`src/rtl/serial_add_sequencer.sv`:
```
// serial_add_sequencer: bit-serial N-bit adder controller driving an external 1-bit full adder,
// LSB first, with the adder's carry-out registered back as the next carry-in.
module serial_add_sequencer #(
  parameter int N = 8
) (
  input  logic         clk,
  input  logic         rst,
  input  logic         start,
  input  logic [N-1:0] a_in,
  input  logic [N-1:0] b_in,
  input  logic         cin,
  output logic         busy,
  output logic         done,
  output logic [N-1:0] result,
  output logic         cout,
  output logic         add_a,
  output logic         add_b,
  output logic         add_ci,
  input  logic         add_sum,
  input  logic         add_co
);
  localparam int CW = $clog2(N);
  typedef enum logic [1:0] {IDLE, SHIFT, DONE} state_t;
  state_t         state;
  logic [N-1:0]   a_sr, b_sr, result_sr, sum_next;
  logic           carry_r;
  logic [CW-1:0]  cnt;
  assign sum_next = {add_sum, result_sr[N-1:1]};
  always_ff @(posedge clk or posedge rst)
    if (rst) begin
      state     <= IDLE;
      a_sr      <= '0;
      b_sr      <= '0;
      result_sr <= '0;
      carry_r   <= 1'b0;
      cnt       <= '0;
      result    <= '0;
      cout      <= 1'b0;
    end else
      case (state)
        IDLE: if (start) begin
          a_sr      <= a_in;
          b_sr      <= b_in;
          carry_r   <= cin;
          cnt       <= '0;
          result_sr <= '0;
          state     <= SHIFT;
        end
        SHIFT: begin
          a_sr      <= a_sr >> 1;
          b_sr      <= b_sr >> 1;
          result_sr <= sum_next;
          carry_r   <= add_co;
          if (cnt == CW'(N - 1)) begin
            state  <= DONE;
            result <= sum_next;
            cout   <= add_co;
          end else
            cnt <= cnt + 1'b1;
        end
        default: state <= IDLE;
      endcase
  // adder inputs come only from registers, breaking the loop through the external adder
  always_comb begin
    busy   = state != IDLE;
    done   = state == DONE;
    add_a  = state == SHIFT ? a_sr[0] : 1'b0;
    add_b  = state == SHIFT ? b_sr[0] : 1'b0;
    add_ci = state == SHIFT ? carry_r : 1'b0;
  end
endmodule

```
`config.mk`:
```
export PLATFORM = sky130hd
export DESIGN_NAME = serial_add_sequencer
export DESIGN_NICKNAME = d
export VERILOG_FILES = /design/src/rtl/serial_add_sequencer.sv
export SDC_FILE = /design/constraint.sdc
export NUM_CORES = 1
export LEC_CHECK = 0
export ABC_AREA = 1
export CAP_MARGIN = 15
export CELL_PAD_IN_SITES_DETAIL_PLACEMENT = 1
export CELL_PAD_IN_SITES_GLOBAL_PLACEMENT = 1
export CORE_ASPECT_RATIO = 1.25
export CORE_MARGIN = 4
export CORE_UTILIZATION = 34
export DETAILED_ROUTE_END_ITERATION = 10
export PLACE_DENSITY = 0.81
export SYNTH_ARGS = -nofsm -noshare
export SYNTH_HDL_FRONTEND = slang
export SYNTH_SLANG_ARGS = --single-unit
```
`constraint.sdc`:
```
create_clock -name clk -period 1.3 [get_ports clk]
set_input_delay 0.195 -clock clk [delete_from_list [all_inputs] [get_ports clk]]
set_output_delay 0.195 -clock clk [all_outputs]
set_load 0.02 [all_outputs]
```
# Yosys cells after proc, flatten, opt, wreduce, memory -nomap -nowiden
# Cells that the tools add are included.
[totals]
output_inout_bits = 14
input_bits = 22
reg_bits = 39
[op_classes]
eq_ne = 6
n_mux = 17
n_addsub = 1
n_reduce_logical = 7
[ops]
columns = ["op", "count"]
rows = [
  ["$pmux 8 s2", 3],
  ["$mux 8", 3],
  ["$mux 3", 2],
  ["$ne 2x2->1 const B", 3],
  ["$pmux 3 s2", 1],
  ["$reduce_and 2->1", 3],
  ["$mux 1", 4],
  ["$mux 2", 2],
  ["$pmux 2 s2", 1],
  ["$reduce_bool 2->1", 2],
  ["$add 3x1->3 const B", 1],
  ["$eq 3x3->1 const B", 1],
  ["$reduce_and 3->1", 1],
  ["$eq 2x1->1 const B", 1],
  ["$eq 2x2->1 const B", 1],
  ["$logic_not 2->1", 1],
  ["$pmux 1 s2", 1],
]

# Logic depth before layout (Yosys ltp)
# Gate-level depths: netlist of the first run.
[logic_depth]
ltp_word = 3
mapped_depth = 7
mapped_depth_nobuf = 6

# Least setup slack after synthesis of the first run
# Ideal clock, no wire load.
[synth_path]
kind = "register -> output"
start = "register state[1]"
end = "output port done"
n_path_buf = 2
setup_slack_ns = 0.044
required_time_ns = 1.105
stages_incl_launch_ff = 5
arrival_time_ns = 1.061
path_cell_list = "dfrtp_1 -> inv_2 -> buf_6 -> buf_2 -> nor2_1"
[synth_via]
elab_chain_cells = 1
[synth_lines]
columns = ["element", "line", "text"]
rows = [
  ["start, declared", "24", "state_t state;"],
  ["start signal, assigned", "31", "state <= IDLE;"],
  ["start signal, assigned", "47", "state <= SHIFT;"],
  ["start signal, assigned", "55", "state <= DONE;"],
  ["$eq 2x2->1", "66", "done = state == DONE;"],
  ["end, declared", "13", "output logic done,"],
]
# Every way passes these cells.

# Worst setup path in the final report of the first run
[layout_path]
start = "register state[0]"
end = "register cnt[2]"
[layout_via]
elab_chain_cells = 3
elab_cells_between_ends = 7
classes_between = "3 x eq/ne; 1 x mux; 3 x reduce/logical"
[layout_lines]
columns = ["element", "line", "text"]
rows = [
  ["$eq 2x1->1 or $logic_not 2->1 (tied branches)", "40", "case (state)"],
  ["$ne 2x2->1 (no line) or $reduce_bool 2->1 (tied branches)", "n/a", ""],
  ["$reduce_and 3->1 (no line)", "n/a", ""],
  ["end signal, assigned", "59", "cnt <= cnt + 1'b1;"],
  ["end, declared", "27", "logic [CW-1:0] cnt;"],
]
# Parallel ways exist; a longest one is shown, timed or not.
# A chain may end at the register's enable or synchronous reset.

==> results of run 1 <==
-- cell type report --
| class | instances | area (sq um) |
|---|---|---|
| fill | 625 | 2570 |
| sequential | 38 | 952 |
| clock buffer | 5 | 68.8 |
| tap | 62 | 77.6 |
| timing repair buffer | 61 | 602 |
| clock inverter | 3 | 40.0 |
| multi-input combinational | 131 | 741 |
| inverter | 35 | 136 |
-- through the flow --
stage / area [sq um] / TNS (ns) / utilization (%) / hold WS, ns / power (mW)
floorplan: 1850 / 0 / - / 0.305 / 3.63
global placement: 2420 / -0.658 / 46.6 / 0.458 / 4.64
detailed placement: 2420 / -1.14 / 46.6 / 0.472 / 4.80
CTS: 2510 / -0.171 / 48.5 / 0.249 / 5.75
global route: 2620 / -2.32 / 50.4 / 0.268 / 6.44
finish: 2620 / -0.657 / 50.4 / 0.243 / 5.96
-- cells by family after synthesis --
| group | synth area share (%) |
|---|---|
| flip-flops | 51.3 |
| AO/OA/AOI/OAI | 5.87 |
| buffers and inverters | 11.9 |
| adder cells (fa/ha/maj) | 1.35 |
| AND/OR/NAND/NOR | 29.6 |
-- cells in the final DEF, fill, tap and decap left out, types with 5 or more instances in the layout --
cell type / synthesis / routed
buf_4: 3 / 19
clkbuf_8: 0 / 5
clkdlybuf4s50_1: 0 / 21
nor2_4: 1 / 5
o21ai_2: 9 / 9
inv_1: 33 / 32
dfrtp_1: 38 / 37
dlygate4sd2_1: 0 / 9
nand4_1: 8 / 8
nand3_1: 44 / 43
nand2_1: 52 / 52
o21ai_0: 6 / 6
buf_6: 4 / 8
-- repair_timing --
action,in CTS,in global routing
setup buffers,0,3
endpoints found under the setup margin,17,39
resized for setup,38,21
cloned,0,0
pin swaps,0,1
-- worst reg2reg max path, cell delays in order (launching register included) --
cell and delay, ns:
dfrtp_2 0.49, buf_4 0.19, inv_4 0.05, buf_4 0.14, nand2_1 0.11, nand3_2 0.14, nand2_1 0.09, nand2_1 0.05
-- sequential cells by signal (all words and copies together) (netlist names) --
signal,flops
a_sr,8
b_sr,8
result,8
result_sr,7
cnt,3
state,2
carry_r,1
cout,1
-- worst paths after layout --
check                                  to  slack, ns  depth (start not counted)
worst min register to register  result[6]       0.48                          2
worst max-delay path               cnt[2]      -0.07                          7
max in group asynchronous          cnt[1]       0.86                          3
min in group clk                  b_sr[7]       0.48                          3
worst min-delay path             state[0]       0.24                          3
worst max register to register     cnt[2]      -0.07                          7
-- report_power, final --
group	switching [mW]	leakage, nW	total, mW	internal (mW)
Sequential	0.315	0.480	2.02	1.70
Combinational	1.68	0.807	2.95	1.27
Clock	0.432	0.0579	0.997	0.565
-- routing by layer --
layer,vias to the layer above,track usage [%],wire [um]
li1,797,-,-
met1,811,19.8,2080
met2,32,30.2,2900
met3,12,4.57,187
met4,0,6.04,163
met5,-,0,0
==> results.py, run 1 <==
metrics = {
    "run_status": {
        "status": "finished, violations left",
        "violations": "negative setup slack",
    },
    "logic_synthesis": {
        "synth_cell_types": 18,
        "ys_top_cells_by_area": "dfrtp_1 51%, nand3_1 12%, nand2_1 11%, inv_1 6.7%, o21ai_2 4.3%",
        "synth_top_cell_by_area": "dfrtp_1",
        "synth_seq_cells": 38,
        "synth-edff-count": 0,
        "synth_commonest_cells": "52 x nand2_1, 44 x nand3_1, 38 x dfrtp_1",
        "synth_top_area_share_pct": 51.3,
        "synth_area_sq_um": 1850,
        "synth_area_per_cell_sq_um": 8.62,
        "netlist_instances": 215,
        "synth_most_common_cell": "nand2_1",
        "ys_warn_count": 0,
        "synth_flop_cell": "dfrtp_1",
        "synthArstFlopShare_pct": 100,
        "yosysSeqAreaShare_pct": 51.3,
        "syn-num-nets": 239,
    },
    "hold_path": {
        "worst_hold_path_type": "in -> async",
    },
    "floorplan": {
        "fp.dieW_um": 74.1,
        "die-area_sq_um": 6710,
        "rows": 29,
        "coreArea_sq_um": 5190,
        "pin_count": 36,
        "dieHeight_um": 90.6,
        "start_util_pct": 35.7,
    },
    "drt": {
        "drc_errors": 0,
        "drt-pass1-iter-count": 4,
        "drt-initial-drc-count": 83,
        "drt_wl_total_um": 5320,
        "dr_total_vias": 1652,
        "post_drt_wl_per_cell_um": 15.9,
        "drtAntennaViolNets": 0,
        "viasPerCell": 4.93,
    },
    "timing": {
        "period_minus_slack_ns": 1.37,
        "slew_headroom_pct": 85.5,
        "slew_viol_final": 0,
        "rsz0062_at_grt": "true",
        "setup-violations-final": 17,
        "worst_pin_slew_ns": 0.219,
        "fin_skew_ns": 0.00872,
        "layout_setup_ws_ns": -0.0692,
        "finalHoldViolCount": 0,
        "min_period_over_period_pct": 105,
        "max_freq_ghz": 0.730,
    },
    "worst_setup_path": {
        "start_kind": "register",
        "crit_type": "reg -> reg",
        "path_buf_inv": 3,
        "slowest_stage": "dfrtp_2",
        "end_kind": "register",
        "max_stage_delay_ns": 0.49,
        "crit_chain": "buf_4, inv_4, buf_4, nand2_1, nand3_2, nand2_1, nand2_1",
        "cp_top_family": "flip-flops",
        "path_max_fanout": 5,
        "cp.required_ns": 1.48,
        "timing.rr.start": "state[0]",
        "crit_top_cell": "nand2_1",
        "cp.arrival_ns": 1.55,
        "critPathLaunch": "state[0]",
    },
    "cts": {
        "numCtsBuffers": 5,
        "htreeDepth": 2,
        "cts-root-buf": "clkbuf_8",
        "clk_pin_slew_worst_paths_ns": 0.08,
        "cts_tree": "built",
        "cts_sinks": 38,
        "insertion_delay_ns": 0.30,
        "clock_path_buffers": 2,
        "ctsHoldBuffers": 0,
    },
    "finish": {
        "fin_cells": 335,
        "syn_to_final_growth_pct": 41.2,
        "final_nets": 296,
        "diodes": 0,
        "drive_above_1_share_pct": 23.4,
    },
    "placement": {
        "gp_congestion": 0.735,
        "dp_cells": 324,
        "hpwl_um": 3610,
        "port_buffers": 35,
        "pre_cts_slack_ns": -0.170,
    },
    "flow_run": {
        "max_cap_viol_count": 0,
    },
    "global_routing": {
        "gr-total-overflow": 0,
        "grt_max_degree": 39,
        "grt_pass1_vias": 1861,
        "antenna_found_initial": 0,
        "grt_pass1_wl_um": 8940,
        "grtUsageTotal_pct": 17.3,
    },
    "pwr": {
        "p_leak_nw": 1.34,
        "vdd_drop_max_mv": 0.867,
        "power_per_cell_area_nw_per_um2": 2280,
    },
}
No activity file was read; power rests on OpenSTA's default activity.
==> run 2, diff against run 1 <==
--- a/config.mk
+++ b/config.mk
@@ -13,7 +13,8 @@
 export CORE_MARGIN = 4
 export CORE_UTILIZATION = 34
 export DETAILED_ROUTE_END_ITERATION = 10
-export PLACE_DENSITY = 0.81
+export PLACE_DENSITY_LB_ADDON = 0.1
+export SLEW_MARGIN = 30
 export SYNTH_ARGS = -nofsm -noshare
 export SYNTH_HDL_FRONTEND = slang
 export SYNTH_SLANG_ARGS = --single-unit
==> results.py, run 2 (synthesis gave the netlist of run 1 again) <==
metrics = {
    "cts": {
        "numCtsBuffers": 5,
        "clock_path_buffers": 2,
        "cts_tree": "built",
        "ctsHoldBuffers": 0,
        "cts_sinks": 38,
        "insertion_delay_ns": 0.29,
        "htreeDepth": 2,
        "cts-root-buf": "clkbuf_8",
        "clk_pin_slew_worst_paths_ns": 0.08,
    },
    "pwr": {
        "power.share.switching_pct": 40.3,
        "p_switching_mw": 2.56,
        "combPwrFrac_pct": 51.5,
        "power_per_cell_area_nw_per_um2": 2250,
        "clkPwrFrac_pct": 16.3,
        "total_power_mw": 6.35,
        "p_leak_nw": 1.41,
        "vdd_drop_max_mv": 1.23,
        "internal_power_mw": 3.79,
        "power_frac_seq_pct": 32.3,
    },
    "timing": {
        "finalHoldViolCount": 0,
        "slew_viol_final": 0,
        "period_minus_slack_ns": 1.37,
        "max_freq_ghz": 0.730,
        "layout_setup_ws_ns": -0.0696,
        "fin_skew_ns": 0.00450,
        "rsz0062_at_grt": "true",
        "worst_pin_slew_ns": 0.216,
        "whs_ns": 0.254,
        "setup-violations-final": 5,
        "slew_headroom_pct": 85.6,
        "min_period_over_period_pct": 105,
        "setup_tns_ns": -0.263,
    },
    "drt": {
        "drtAntennaViolNets": 0,
        "drc_errors": 0,
        "drt-pass1-iter-count": 4,
        "dr_total_vias": 1701,
        "drt-initial-drc-count": 65,
        "viasPerCell": 4.97,
        "drt_wl_total_um": 5120,
        "post_drt_wl_per_cell_um": 15.0,
    },
    "floorplan": {
        "die-area_sq_um": 6710,
        "fp.dieW_um": 74.1,
        "coreArea_sq_um": 5190,
        "dieHeight_um": 90.6,
        "start_util_pct": 35.7,
        "rows": 29,
        "pin_count": 36,
    },
    "worst_setup_path": {
        "path_max_fanout": 3,
        "cp.required_ns": 1.11,
        "reg2regPathDepth": 8,
        "slowest_stage": "dfrtp_1",
        "crit_top_cell": "buf_6",
        "end_kind": "output pin",
        "max_stage_delay_ns": 0.44,
        "cp.arrival_ns": 1.17,
        "crit_type": "reg -> out",
        "crit_chain": "buf_6, nor2_4, inv_2, buf_6",
        "start_kind": "register",
    },
    "global_routing": {
        "antenna_found_initial": 0,
        "grt_pass1_vias": 1803,
        "gr-total-overflow": 0,
        "grtUsageTotal_pct": 16.0,
        "grt_pass1_wl_um": 8460,
        "grt_max_degree": 39,
    },
    "finish": {
        "mostFrequentLayoutCells": "41 x nand3_1, 40 x nand2_1, 37 x dfrtp_1",
        "reg_top3": "a_sr: 8 flops, b_sr: 8 flops, result: 8 flops",
        "drive_above_1_share_pct": 30.7,
        "diodes": 0,
        "syn_to_final_growth_pct": 52.3,
        "final_nets": 303,
        "layout_commonest_cell": "nand3_1",
        "stdcell_area_sq_um": 2820,
    },
    "run_status": {
        "violations": "negative setup slack",
        "status": "finished, violations left",
    },
    "hold_path": {
        "worst_hold_path_type": "in -> async",
    },
    "placement": {
        "hpwl_um": 3270,
        "pre_cts_slack_ns": -0.248,
        "gp_congestion": 0.788,
        "port_buffers": 35,
        "dpl_cell_area_sq_um": 2390,
    },
    "flow_run": {
        "max_cap_viol_count": 0,
    },
}
[run 2: cell count changes in the layout (fill, tap and decap cells not counted), sizes merged]
cell,previous run,this run
clkinv,2,0
clkinvlp,0,2
clkbuf,5,6
buf,31,37
[run 2: final timing paths]
path	start	end	slack (ns)
worst max-delay path	state[1]	busy	-0.07
worst min-delay path	rst	result[0]	0.25
worst max register to register	state[0]	result[7]	0.03
worst min register to register	result_sr[5]	result_sr[4]	0.50
max in group asynchronous	rst	state[0]	0.85
min in group clk	add_sum	result[7]	0.48
[run 2: repair_timing]
item | CTS | global route
endpoints found under the setup margin | 18 | 41
pin swaps | 3 | 8
endpoints found under the hold margin | 0 | 0
gates cloned | 0 | 1
setup buffers | 5 | 7
resized for setup | 48 | 49
[run 2: worst max-delay path: cells and delay by family (launching register included)]
kind | cells | cell delay [ns]
and+or+nand+nor | 1 | 0.13
buffers and inverters | 3 | 0.31
DFF | 1 | 0.44
[run 2: cell type report]
type                    count  area, sq um
repair buffers             68          698
clock inverters             3         45.0
fillers                   607         2360
well taps                  62         77.6
flip-flops and latches     38          952
inverters                  35          136
multi-input cells         131          846
clock buffers               5         68.8
[run 2: power by group through the flow]
stage / clock network (mW) / logic [mW] / registers (mW)
after floorplan: 0 / 1.54 / 2.09
after global placement: 0 / 2.65 / 1.99
after detailed placement: 0 / 2.70 / 2.00
after CTS: 1.06 / 2.79 / 1.98
after global routing: 1.10 / 3.63 / 2.12
final: 1.03 / 3.27 / 2.05
[run 2: stage by stage]
| stage | cells | utilization, % |
|---|---|---|
| after CTS | 335 | 49.6 |
| final | 342 | 54.4 |
| after detailed placement | 322 | 46.1 |
| after global routing | 342 | 54.4 |
| after global placement | 322 | 46.1 |
| after floorplan | 215 | - |
[run 2: routing by layer]
| layer | track usage [%] | routed length [um] |
|---|---|---|
| met1 | 18.9 | 2090 |
| met2 | 28.0 | 2810 |
| met3 | 3.67 | 149 |
| met4 | 4.38 | 74 |
| met5 | 0 | 0 |
==> run 3, diff against run 2 <==
--- a/config.mk
+++ b/config.mk
@@ -13,6 +13,7 @@
 export CORE_MARGIN = 4
 export CORE_UTILIZATION = 34
 export DETAILED_ROUTE_END_ITERATION = 10
+export HOLD_SLACK_MARGIN = 0.1
 export PLACE_DENSITY_LB_ADDON = 0.1
 export SLEW_MARGIN = 30
 export SYNTH_ARGS = -nofsm -noshare
==> results of run 3 <==
Same layout as run 2: the final DEF is identical, and so are final timing and power.
